==> src/rtl/target_reset_generator.sv <==
// I3C Target Reset Pattern generator: holds SCL low, makes 14 SDA transitions,
// then a Repeated START and a STOP, with every phase length programmable in cycles.
module target_reset_generator #(
  parameter int CntWidth = 20
) (
  input  logic                clk_i,
  input  logic                rst_i,
  input  logic                enable_i,
  input  logic                start_i,
  input  logic [CntWidth-1:0] t_low_i,
  input  logic [CntWidth-1:0] t_su_sta_i,
  input  logic [CntWidth-1:0] t_hd_sta_i,
  input  logic [CntWidth-1:0] t_buf_i,
  output logic                scl_o,
  output logic                sda_o,
  output logic                busy_o,
  output logic                done_o
);

  typedef enum logic [2:0] {
    Idle,
    Prep,
    Toggle,
    SrSetup,
    SrHold,
    StopBuf
  } state_e;

  localparam logic [3:0] LastToggle = 4'd14;

  state_e              state_q, state_d;
  logic [CntWidth-1:0] cnt_q, cnt_d;
  logic [3:0]          tog_q, tog_d;
  logic [CntWidth-1:0] t_low_q, t_low_d;
  logic [CntWidth-1:0] t_su_sta_q, t_su_sta_d;
  logic [CntWidth-1:0] t_hd_sta_q, t_hd_sta_d;
  logic [CntWidth-1:0] t_buf_q, t_buf_d;
  logic                scl_d, sda_d, busy_d, done_d;

  // Counter preload for a phase of max(v,1) cycles; the phase ends when it reads zero.
  function automatic logic [CntWidth-1:0] phase_load(input logic [CntWidth-1:0] v);
    return (v == '0) ? '0 : v - 1'b1;
  endfunction

  // Outputs are computed for the next state here and registered below, so the
  // pins change exactly on the cycle the FSM enters a phase.
  always_comb begin
    // NOTE: every signal gets a default before the case so no path leaves one
    // unassigned, which would otherwise infer a latch.
    state_d    = state_q;
    cnt_d      = cnt_q;
    tog_d      = tog_q;
    t_low_d    = t_low_q;
    t_su_sta_d = t_su_sta_q;
    t_hd_sta_d = t_hd_sta_q;
    t_buf_d    = t_buf_q;
    scl_d      = scl_o;
    sda_d      = sda_o;
    busy_d     = busy_o;
    done_d     = 1'b0;

    if (state_q != Idle && cnt_q != '0) begin
      cnt_d = cnt_q - 1'b1;
    end

    case (state_q)
      Idle: begin
        if (enable_i && start_i) begin
          t_low_d    = t_low_i;
          t_su_sta_d = t_su_sta_i;
          t_hd_sta_d = t_hd_sta_i;
          t_buf_d    = t_buf_i;
          state_d    = Prep;
          cnt_d      = phase_load(t_low_i);
          tog_d      = '0;
          scl_d      = 1'b0;
          sda_d      = 1'b1;
          busy_d     = 1'b1;
        end
      end
      Prep: begin
        if (cnt_q == '0) begin
          state_d = Toggle;
          cnt_d   = phase_load(t_low_q);
          tog_d   = 4'd1;
          sda_d   = 1'b0;
        end
      end
      Toggle: begin
        if (cnt_q == '0) begin
          if (tog_q == LastToggle) begin
            // SDA is already high after an even number of transitions; only SCL moves.
            state_d = SrSetup;
            cnt_d   = phase_load(t_su_sta_q);
            scl_d   = 1'b1;
          end else begin
            cnt_d = phase_load(t_low_q);
            tog_d = tog_q + 4'd1;
            sda_d = ~sda_o;
          end
        end
      end
      SrSetup: begin
        if (cnt_q == '0) begin
          state_d = SrHold;
          cnt_d   = phase_load(t_hd_sta_q);
          sda_d   = 1'b0;
        end
      end
      SrHold: begin
        if (cnt_q == '0) begin
          state_d = StopBuf;
          cnt_d   = phase_load(t_buf_q);
          sda_d   = 1'b1;
        end
      end
      StopBuf: begin
        if (cnt_q == '0) begin
          state_d = Idle;
          tog_d   = '0;
          busy_d  = 1'b0;
          done_d  = 1'b1;
        end
      end
      default: begin
        state_d = Idle;
        scl_d   = 1'b1;
        sda_d   = 1'b1;
        busy_d  = 1'b0;
      end
    endcase
  end

  always_ff @(posedge clk_i) begin
    // NOTE: state registers use non-blocking assignments so every flop samples
    // the pre-edge values, independent of statement order.
    if (rst_i) begin
      state_q    <= Idle;
      cnt_q      <= '0;
      tog_q      <= '0;
      t_low_q    <= '0;
      t_su_sta_q <= '0;
      t_hd_sta_q <= '0;
      t_buf_q    <= '0;
      scl_o      <= 1'b1;
      sda_o      <= 1'b1;
      busy_o     <= 1'b0;
      done_o     <= 1'b0;
    end else begin
      state_q    <= state_d;
      cnt_q      <= cnt_d;
      tog_q      <= tog_d;
      t_low_q    <= t_low_d;
      t_su_sta_q <= t_su_sta_d;
      t_hd_sta_q <= t_hd_sta_d;
      t_buf_q    <= t_buf_d;
      scl_o      <= scl_d;
      sda_o      <= sda_d;
      busy_o     <= busy_d;
      done_o     <= done_d;
    end
  end

endmodule
==> config.mk <==
export PLATFORM = sky130hd
export DESIGN_NAME = target_reset_generator
export DESIGN_NICKNAME = d
export VERILOG_FILES = /design/src/rtl/target_reset_generator.sv
export SDC_FILE = /design/constraint.sdc
export NUM_CORES = 1
export LEC_CHECK = 0
export ABC_AREA = 1
export CAP_MARGIN = 10
export CELL_PAD_IN_SITES_DETAIL_PLACEMENT = 1
export CELL_PAD_IN_SITES_GLOBAL_PLACEMENT = 1
export CORE_ASPECT_RATIO = 2
export CORE_MARGIN = 5
export CORE_UTILIZATION = 35
export DETAILED_ROUTE_END_ITERATION = 8
export PLACE_DENSITY_LB_ADDON = 0.1
export SYNTH_ARGS = -nofsm -noshare
export SYNTH_HDL_FRONTEND = slang
export SYNTH_SLANG_ARGS = --single-unit
export TNS_END_PERCENT = 50
==> constraint.sdc <==
create_clock -name clk_i -period 4.6 [get_ports clk_i]
set_clock_uncertainty 0.15 [all_clocks]
set_input_delay 0.69 -clock clk_i [delete_from_list [all_inputs] [get_ports clk_i]]
set_output_delay 0.69 -clock clk_i [all_outputs]
set_load 0.005 [all_outputs]
# [Word-level counts from Yosys, hierarchy flattened]
# Index checks and enable logic that the tools add are counted.
[word_totals] reg_bits=111 elab_cells=98
[classes] add_sub_neg=7 n_eq_ne=15 muxes=39 bitwise_logic=4 n_reduce_logical=22
[ops] cell="$mux 20" count=12
[ops] cell="$logic_not 20->1" count=6
[ops] cell="$sub 20x1->20 const B" count=6
[ops] cell="$pmux 20 s5" count=1
[ops] cell="$mux 3" count=7
[ops] cell="$mux 4" count=5
[ops] cell="$reduce_bool 20->1" count=1
[ops] cell="$pmux 3 s6" count=1
[ops] cell="$ne 2x2->1 const B" count=8
[ops] cell="$pmux 4 s4" count=1
[ops] cell="$reduce_and 6->1" count=2
[ops] cell="$mux 1" count=9
[ops] cell="$reduce_or 4->1" count=2
[ops] cell="$reduce_and 7->1" count=1
[ops] cell="$eq 3x2->1 const B" count=2
[ops] cell="$eq 3x3->1 const B" count=2
[ops] cell="$pmux 1 s3" count=2
[ops] cell="$pmux 1 s5" count=1
[ops] cell="$add 4x1->4 const B" count=1
[ops] cell="$eq 4x4->1 const B" count=1
[ops] cell="$not 1->1" count=4
[ops] cell="$reduce_and 4->1" count=1
[ops] cell="$reduce_bool 4->1" count=1
[ops] cell="$reduce_or 2->1" count=2
[ops] cell="7 further kinds" count=8

# [Logic depth before layout (Yosys ltp)]
# Gate-level depths: netlist of the first run.
[logic_depth] ltp_word=5 ltp_mapped=16

# [Least setup slack after synthesis of the first run]
# No wires, ideal clock.
[synth_path] path_kind="input -> register" start="input port t_low_i[0]" end="register cnt_q[18]" setup_ns=0.109 t_arrival_ns=1.799 required_ns=4.341 path_slack_ns=2.542 cell_stages=11 n_path_buf=0 path_cell_list="inv_1 > ha_1 > nand2_1 > nor2_1 > nand2_1 > nor3_1 > nand2_1 > nand3_1 > nand3_1 > nand2_1 > inv_1"
[synth_between] elab_chain_cells=4 word_cells_on_any_way=5 classes_between="add/sub: 1; mux: 3; reduce/logical: 1"
[synth_lines] item="start: declaration" line="10" text="input logic [CntWidth-1:0] t_low_i,"
[synth_lines] item="$sub 20x1->20 / $logic_not 20->1 (equally long branches)" line="42" text="return (v == '0) ? '0 : v - 1'b1;"
[synth_lines] item="$mux 20 *" line="42"
[synth_lines] item="$mux 20 *" line="68" text="if (enable_i && start_i) begin"
[synth_lines] item="$pmux 20 s5 *" line="66" text="case (state_q)"
[synth_lines] item="end signal: assignment" line="151" text="cnt_q <= cnt_d;"
[synth_lines] item="end: declaration" line="32" text="logic [CntWidth-1:0] cnt_q, cnt_d;"
# Mark *: on every way between the ends. The rest lies on a longest branch, timed or not.
# A chain may end at the register's enable or synchronous reset.

# [Worst setup path after layout of the first run]
[layout_path] start="input port t_low_i[3]" end="register cnt_q[19]"
# Same word-level chain as after synthesis.

==> reports/qor_table.md, run 1 <==
| Step | Item | This run |
|---|---|---|
| grt | Overall Global Routing Usage | 0.246 |
| sta | Tcrit/Tclk final | 0.603 |
| route | Vias after detailed routing | 8663 |
| status | Outcome | complete, no violations |
| synth | Netlist Area Pre-Place | 8000 µm² |
| floorplanning | Row count | 78 |
| route | Per-cell routed wire length | 19.0 µm |
| floorplanning | Effective utilization at floorplan | 0.353 |
| placement | HPWL reported at the end of detailed placement | 26.1 mm |
| setup path | Slowest cell on the critical path | sky130_fd_sc_hd__clkdlybuf4s50_1 |
| cells and area | Final cell count without fillers | 1654 |
| synth | Count of yosys warnings during synthesis | 0 |
| cts | Post-CTS sizing | 0 |
| setup path | Critical Path Fanout Max | 4 |
| synth | Simple-gate share of the synthesized area | 0.391 |
| cts | Number of CTS-inserted buffers | 9 |
| sta | Setup repair after global routing missed its margin | no |
| synth | Number of nets produced by synthesis | 1403 |
| cts | H-tree levels | 3 |
| setup path | Startpoint type of the worst setup path | input pin |
| route | Remaining routing DRC violations | 0 |
| cells and area | Fill cell instance count of the final layout | 3065 |
| grt | Wire length of the first global-routing pass | 49.2 mm |
| route | Per-cell via count in the routed design | 5.24 |
| cts | Post-CTS setup repair buffer count | 0 |
| worst hold path | Type of the worst min-delay path | flip-flop to flip-flop |
| floorplanning | I/O pin count | 88 |
| route | Total wire length after detailed routing | 31.5 mm |
| setup path | Setup crit end kind | flip-flop |
| cells and area | Highest-count cells in the layout ignoring fill and taps | sky130_fd_sc_hd__nand2_1 (267), sky130_fd_sc_hd__nor2_1 (228), sky130_fd_sc_hd__inv_1 (139), sky130_fd_sc_hd__nand3_1 (131), sky130_fd_sc_hd__dfxtp_1 (111) |
| synth | Top post-synthesis cells by area | sky130_fd_sc_hd__dfxtp_1 (28%), sky130_fd_sc_hd__nand2_1 (13%), sky130_fd_sc_hd__nor2_1 (11%) |
| setup path | Kind of critical path | input pin to flip-flop |
| cts | Clock latency on the worst-skew pair | 0.38 ns |
| synth | Average cell area after synthesis | 6.13 µm² |
| cells and area | Share of the core filled with cells | 0.415 |
| synth | Sequential area share after synthesis | 0.278 |
| route | Number of DRC markers after the initial detailed-route iteration | 353 |
| cts | CTS tree | built |
| sta | Highest clock frequency the design can meet | 361 MHz |
| setup path | Arrival time of data at the critical path endpoint | 2.95 ns |
| sta | Final count of hold timing violations | 0 |
| cells and area | Antenna cell count | 0 |
| power | Internal | 2.84 mW |
| synth | FF+latch count, synth | 111 |
| sta | Slew at the pin closest to its max-slew limit | 0.743 ns |
| sta | Setup TNS after final layout | 0 ns |
| cts | Deepest clock path buffer count | 2 |
| synth | Cell type with the largest total area after synthesis | sky130_fd_sc_hd__dfxtp_1 |
| synth | Count of different cell masters after synthesis | 41 |
| placement | Placed Instances | 1638 |
| synth | EDFF count, synth | 0 |
| floorplanning | Die height | 224 µm |
| cells and area | # nets final | 1467 |
| floorplanning | Area enclosed by the die boundary | 26100 µm² |
| power | Switching portion of total power | 0.533 |
| placement | Placer congestion estimate | 0.935 |
| power | Worst voltage drop across the vdd grid | 372 µV |
| grt | Number of global-route vias before repair | 9272 |
| setup path | Ordered list of cells on the worst path | clkdlybuf4s50_1, nor2_1, nand3_1, nor2_2, nand2_2, nor2_2, nand2_1, xor2_1, or2_0, nand3_1, nand2_1, inv_1 |
| power | Static leakage | 4.37 nW |
| grt | Maximum number of pins on one net before global-route repair | 118 |
| run | Number of violations of the max-capacitance limit | 0 |
| power | Reported net switching power | 3.24 mW |
| sta | Setup-violating endpoint count in the final report | 0 |
| power | Sequential Power Share | 0.246 |
| power | Power share of the combinational group | 0.616 |
| synth | Share of flip-flops with an asynchronous set or reset | 0 |
| synth | Area share of xor/xnor cells in the synthesized design | 0.0668 |
| grt | Antenna violations before repair | 0 |
| grt | Grt total ovfl | 0 |
| power | Power share of the clock group | 0.139 |
| cts | Library cell used as clock root buffer | sky130_fd_sc_hd__clkbuf_16 |
| cts | CTS clk-pin slew, worst paths | 0.08 ns |
| power | Power density over cell area | 648 nW/µm² |
| cells and area | Fraction of final layout cells sized beyond drive strength 1 | 0.0611 |
| floorplanning | Horiz. Die Dim | 117 µm |
| route | First-pass iteration count of the detailed router | 5 |
| cells and area | Layout-stage area growth over the synthesis result | 17.4% |
| sta | Slew margin rel. | 0.504 |
| cells and area | Most common cell after layout, fill and taps aside | sky130_fd_sc_hd__nand2_1 |
| cts | # clock sinks | 111 |
| route | Antenna viol nets, final | 0 |
| synth | Most used flip-flop cell after synthesis | sky130_fd_sc_hd__dfxtp_1 |
| synth | Fraction of post-synthesis cell area in the top cell type by area | 0.278 |
| placement | Count of port buffers added during placement | 87 |
| synth | Gate count of the mapped netlist | 1305 |
| floorplanning | Placeable Area | 22600 µm² |
| setup path | CP Data Required Time | 4.78 ns |
| synth | Multiplexer share of the synthesized area | 0 |
| synth | Complex-gate fraction of the synthesized area | 0.147 |
| setup path | Peak per-stage delay on the critical path | 0.51 ns |
| synth | Post-synthesis adder-cell area fraction | 0.0219 |
| cts | Number of buffers added to fix hold violations after cts | 0 |
| synth | Largest family of logic cells by synthesized area | simple AND/OR/NAND/NOR gates |
| sta | Time the worst path needs with I/O delays and setup | 2.77 ns |
| sta | Max-slew violation count | 0 |
==> logic make-up after synthesis <==
group / count (synthesis)
AOI/OAI and AO/OA: 216
xor gates and xnor gates: 61
adders and majority gates: 14
buffers and inverters: 191
DFF: 111
and+or+nand+nor: 712
==> path summary, 6_finish.rpt <==
path,to,from,slack [ns],cells past startpoint
worst min register to register,scl_o,scl_o,0.32,2
worst min-delay path,scl_o,scl_o,0.32,2
worst max register to register,cnt_q[9],cnt_q[0],1.85,15
worst max-delay path,cnt_q[19],t_low_i[3],1.83,12
==> flip-flops by register name, indices dropped and copies added, names as in the netlist <==
| name | count |
|---|---|
| t_buf_q | 20 |
| t_hd_sta_q | 20 |
| busy_o | 1 |
| cnt_q | 20 |
| state_q | 3 |
| scl_o | 1 |
| done_o | 1 |
| t_low_q | 20 |
| tog_q | 4 |
| sda_o | 1 |
| t_su_sta_q | 20 |
==> final cells by class <==
type,instances,area [µm²],share of cell area
Clock inverter,5,65.1,0.00693
Clock buffer,11,243,0.0259
Timing Repair Buffer,90,918,0.0978
Sequential cell,111,2220,0.237
Multi-Input combinational cell,1003,5010,0.534
Inverter,154,579,0.0617
Tap cell,280,350,0.0373
==> critical path, delay by kind of cell <==
family / cells / cell delay, ns
simple gates: 9 / 1.54
xor+xnor: 1 / 0.15
buf+inv: 2 / 0.56
==> layer usage <==
metal  vias to the layer above  GRT usage  part of all wire
li1                       4334          -                 -
met1                      4126      0.236              0.35
met2                       130      0.483              0.57
met3                        73     0.0273             0.021
met4                         0      0.140             0.059
met5                         -          0                 0
==> power groups by stage <==
stage               Sequential (mW)  Combinational, mW  Clock (mW)
floorplan                      1.40               2.73           0
global placement               1.51               3.69           0
detailed placement             1.51               3.75           0
CTS                            1.49               3.77       0.864
global route                   1.52               4.19       0.892
finish                         1.49               3.75       0.843
==> cell usage after synthesis, types with 2 or more instances <==
master and n:
sky130_fd_sc_hd__nand4_1 16, sky130_fd_sc_hd__nor2_4 10, sky130_fd_sc_hd__nor2_1 228, sky130_fd_sc_hd__xnor2_1 4
sky130_fd_sc_hd__buf_4 3, sky130_fd_sc_hd__nor2_2 15, sky130_fd_sc_hd__nand2_1 267, sky130_fd_sc_hd__inv_2 14
sky130_fd_sc_hd__o21ai_1 6, sky130_fd_sc_hd__o21a_1 2, sky130_fd_sc_hd__ha_1 14, sky130_fd_sc_hd__a21oi_1 69
sky130_fd_sc_hd__buf_6 3, sky130_fd_sc_hd__nor3_1 16, sky130_fd_sc_hd__nand3_2 4, sky130_fd_sc_hd__clkbuf_1 22
sky130_fd_sc_hd__inv_1 140, sky130_fd_sc_hd__o211ai_1 13, sky130_fd_sc_hd__buf_2 9, sky130_fd_sc_hd__o21ai_0 109
sky130_fd_sc_hd__o211ai_2 3, sky130_fd_sc_hd__or2_2 3, sky130_fd_sc_hd__dfxtp_1 111, sky130_fd_sc_hd__nand2_2 11
sky130_fd_sc_hd__o22ai_1 6, sky130_fd_sc_hd__nand3_1 131, sky130_fd_sc_hd__a211oi_1 2, sky130_fd_sc_hd__nand3b_1 4
sky130_fd_sc_hd__nand2_4 2, sky130_fd_sc_hd__xor2_1 57
==> stage by stage <==
stage                     area, µm²  setup slack [ns]  hold WS [ns]  total power, mW
after floorplan                8000              2.54         0.300             4.13
after global placement         9080              1.42         0.292             5.20
after detailed placement       9080              1.48         0.304             5.26
after CTS                      9390              1.81         0.326             6.13
after global routing           9390              1.64         0.368             6.60
final                          9390              1.83         0.318             6.09
Power figures use the tool's default switching activity.
==> inputs of run 2 (changes only) <==
Clock period 4.6 ns to 2.7 ns, I/O delays scaled along.
==> run 2 against run 1 <==
Effect of this change:
- utilization increased by 1.7 points
- final area grew 4.1%
- sequential power grew 66%
- highest routed layer unchanged
- global-route usage is 0.73 points higher
- worst setup slack got worse by 1.5 ns
- combinational power is 82% higher
- hold slack got worse by 0.00063 ns
- wire length increased by 3.6%
- sequential share of layout area is 0.93 points lower
- non-clock buffer count up 44
- critical path depth shrank 1
- flip-flop and latch count is the same
==> reports/qor_table.md, run 2 (synthesis results as in run 1) <==
| Step | Item | This run | Change |
|---|---|---|---|
| setup path | Ordered list of cells on the worst path | inv_2, nand2_1, nor2_1, nand2_2, inv_2, nand2_1, o211ai_1, a21oi_1, nand3_1, nand2_1, inv_1 |  |
| setup path | CP Data Required Time | 2.90 ns | -1.88 ns |
| power | Power density over cell area | 1110 nW/µm² | +71% |
| floorplanning | Area enclosed by the die boundary | 26100 µm² | unchanged |
| cells and area | # nets final | 1511 | +3.0% |
| route | Antenna viol nets, final | 0 | unchanged |
| power | Sequential Power Share | 0.230 | -0.016 |
| cts | CTS tree | built |  |
| placement | Placed Instances | 1682 | +2.7% |
| floorplanning | Effective utilization at floorplan | 0.353 | unchanged |
| route | Vias after detailed routing | 8762 | +1.1% |
| sta | Setup repair after global routing missed its margin | no |  |
| sta | Slew margin rel. | 0.582 | +0.0775 |
| power | Power share of the combinational group | 0.633 | +0.017 |
| sta | Fin Hold WS | 0.317 ns | -0.000629 ns |
| power | Power share of the clock group | 0.137 | -0.002 |
| setup path | Top Family by Delay on Critical Path | simple AND/OR/NAND/NOR gates |  |
| route | Per-cell routed wire length | 19.2 µm | +0.88% |
| grt | Number of global-route vias before repair | 9232 | -0.43% |
| sta | Time the worst path needs with I/O delays and setup | 2.39 ns |  |
| grt | Wire length of the first global-routing pass | 50.0 mm | +1.6% |
| cts | Number of buffers added to fix hold violations after cts | 0 | unchanged |
| route | Remaining routing DRC violations | 0 | unchanged |
| cells and area | Antenna cell count | 0 | unchanged |
| cts | Post-CTS sizing | 0 | unchanged |
| cells and area | Layout-stage area growth over the synthesis result | 22.3% |  |
| power | Internal | 5.14 mW | +81% |
| setup path | Reg-to-Reg Start | state_q[0] |  |
| grt | Overall Global Routing Usage | 0.254 | +0.00734 |
| setup path | Kind of critical path | flip-flop to flip-flop |  |
| setup path | Peak per-stage delay on the critical path | 0.41 ns | -0.10 ns |
| setup path | Slowest cell on the critical path | sky130_fd_sc_hd__dfxtp_1 |  |
| cells and area | Final cell count without fillers | 1698 | +2.7% |
| floorplanning | Horiz. Die Dim | 117 µm | unchanged |
| worst hold path | Type of the worst min-delay path | flip-flop to flip-flop |  |
| cts | Clock latency on the worst-skew pair | 0.39 ns | about the same |
| grt | Grt total ovfl | 0 | unchanged |
| setup path | Critical path buffers and inverters | 3 | +1 |
| cts | Number of CTS-inserted buffers | 9 | unchanged |
| cts | # clock sinks | 111 | unchanged |
| grt | Maximum number of pins on one net before global-route repair | 56 | -53% |
| sta | Tcrit/Tclk final | 0.886 |  |
| route | Number of DRC markers after the initial detailed-route iteration | 269 | -24% |
| cells and area | Highest-count cells in the layout ignoring fill and taps | sky130_fd_sc_hd__nand2_1 (267), sky130_fd_sc_hd__nor2_1 (228), sky130_fd_sc_hd__inv_1 (139), sky130_fd_sc_hd__nand3_1 (131), sky130_fd_sc_hd__dfxtp_1 (111) |  |
| placement | Placer congestion estimate | 0.989 | +5.8% |
| placement | HPWL reported at the end of detailed placement | 27.4 mm | +5.3% |
| floorplanning | Die height | 224 µm | unchanged |
| status | Outcome | complete, no violations |  |
| cells and area | Most common cell after layout, fill and taps aside | sky130_fd_sc_hd__nand2_1 |  |
| setup path | Worst setup path startpoint | state_q[0] |  |
| worst hold path | Launch point of the worst hold path | scl_o |  |
| floorplanning | Placeable Area | 22600 µm² | unchanged |
| setup path | Arrival time of data at the critical path endpoint | 2.59 ns | -0.36 ns |
| route | First-pass iteration count of the detailed router | 4 | -1 |
| placement | Count of port buffers added during placement | 87 | unchanged |
| cts | Deepest clock path buffer count | 2 | unchanged |
| floorplanning | Row count | 78 | unchanged |
| cts | Post-CTS setup repair buffer count | 0 | unchanged |
| run | Number of violations of the max-capacitance limit | 0 | unchanged |
| cts | H-tree levels | 3 | unchanged |
| power | Static leakage | 4.60 nW | +5.3% |
| sta | Final count of hold timing violations | 0 | unchanged |
| setup path | Startpoint type of the worst setup path | flip-flop |  |
| route | Per-cell via count in the routed design | 5.16 | -1.5% |
| sta | Setup-violating endpoint count in the final report | 0 | unchanged |
| sta | Highest clock frequency the design can meet | 418 MHz |  |
| setup path | Most common cell type on the critical path | sky130_fd_sc_hd__nand2_1 |  |
| grt | Antenna violations before repair | 0 | unchanged |
| power | Reported net switching power | 5.66 mW | +75% |
| sta | Max-slew violation count | 0 | unchanged |
| cts | Library cell used as clock root buffer | sky130_fd_sc_hd__clkbuf_16 |  |
| setup path | Setup crit end kind | flip-flop |  |
| setup path | Critical Path Fanout Max | 11 | +7 |
| cts | CTS clk-pin slew, worst paths | 0.09 ns | about the same |
| power | Worst voltage drop across the vdd grid | 885 µV | +140% |
| cells and area | Fraction of final layout cells sized beyond drive strength 1 | 0.0910 | +0.0298 |
| sta | Setup TNS after final layout | 0 ns | unchanged |
| sta | Slew at the pin closest to its max-slew limit | 0.621 ns | -0.122 ns |
| floorplanning | I/O pin count | 88 | unchanged |
| route | Total wire length after detailed routing | 32.6 mm | +3.6% |
| power | Switching portion of total power | 0.524 | -0.00859 |
run 2: changes by cell type in the layout (fill, tap and decap cells not counted), sizes merged:
cell / change
buf: +44
inv: +2
clkbuf: -2
run 2: layer usage:
layer,vias to the layer above,share of wire,GRT usage
met5,-,0,0
met4,0,0.061,0.143
met3,70,0.022,0.0330
met2,142,0.57,0.498
met1,4138,0.35,0.239
li1,4412,-,-
run 2: area by class of cell:
class | count | area, µm²
clock inverters | 7 | 87.6
repair buffers | 134 | 1300
multi-input cells | 1003 | 5010
fillers | 3039 | 12900
well taps | 280 | 350
clock buffers | 9 | 225
flip-flops and latches | 111 | 2220
inverters | 154 | 579
run 2: path summary, 6_finish.rpt:
path,to,slack [ns],depth (start not counted)
worst max-delay path,cnt_q[0],0.31,11
worst min-delay path,scl_o,0.32,2
worst max register to register,cnt_q[0],0.31,11
worst min register to register,scl_o,0.32,2
run 2: power groups by stage:
stage,Sequential (mW),Clock [mW],Combinational [mW]
2_1_floorplan,2.39,0,4.65
3_3_place_gp,2.51,0,6.72
3_5_place_dp,2.52,0,6.83
4_1_cts,2.48,1.52,6.89
5_1_grt,2.54,1.58,7.59
6_report,2.48,1.48,6.84
run 2: stage by stage:
step | power, mW | utilization | instance area (µm²) | worst slack, ns
2_1_floorplan | 7.03 | - | 8000 | 0.727
3_5_place_dp | 9.34 | 0.418 | 9460 | 0.0895
6_report | 10.8 | 0.432 | 9770 | 0.307
4_1_cts | 10.9 | 0.432 | 9770 | 0.296
5_1_grt | 11.7 | 0.432 | 9770 | 0.110
3_3_place_gp | 9.23 | 0.418 | 9460 | 0.0944
run 2: tightest hold or removal path: cells and delay by family, from the launching register on:
family	cells	cell delay (ns)
flip-flops	1	0.34
AND/OR/NAND/NOR	2	0.10
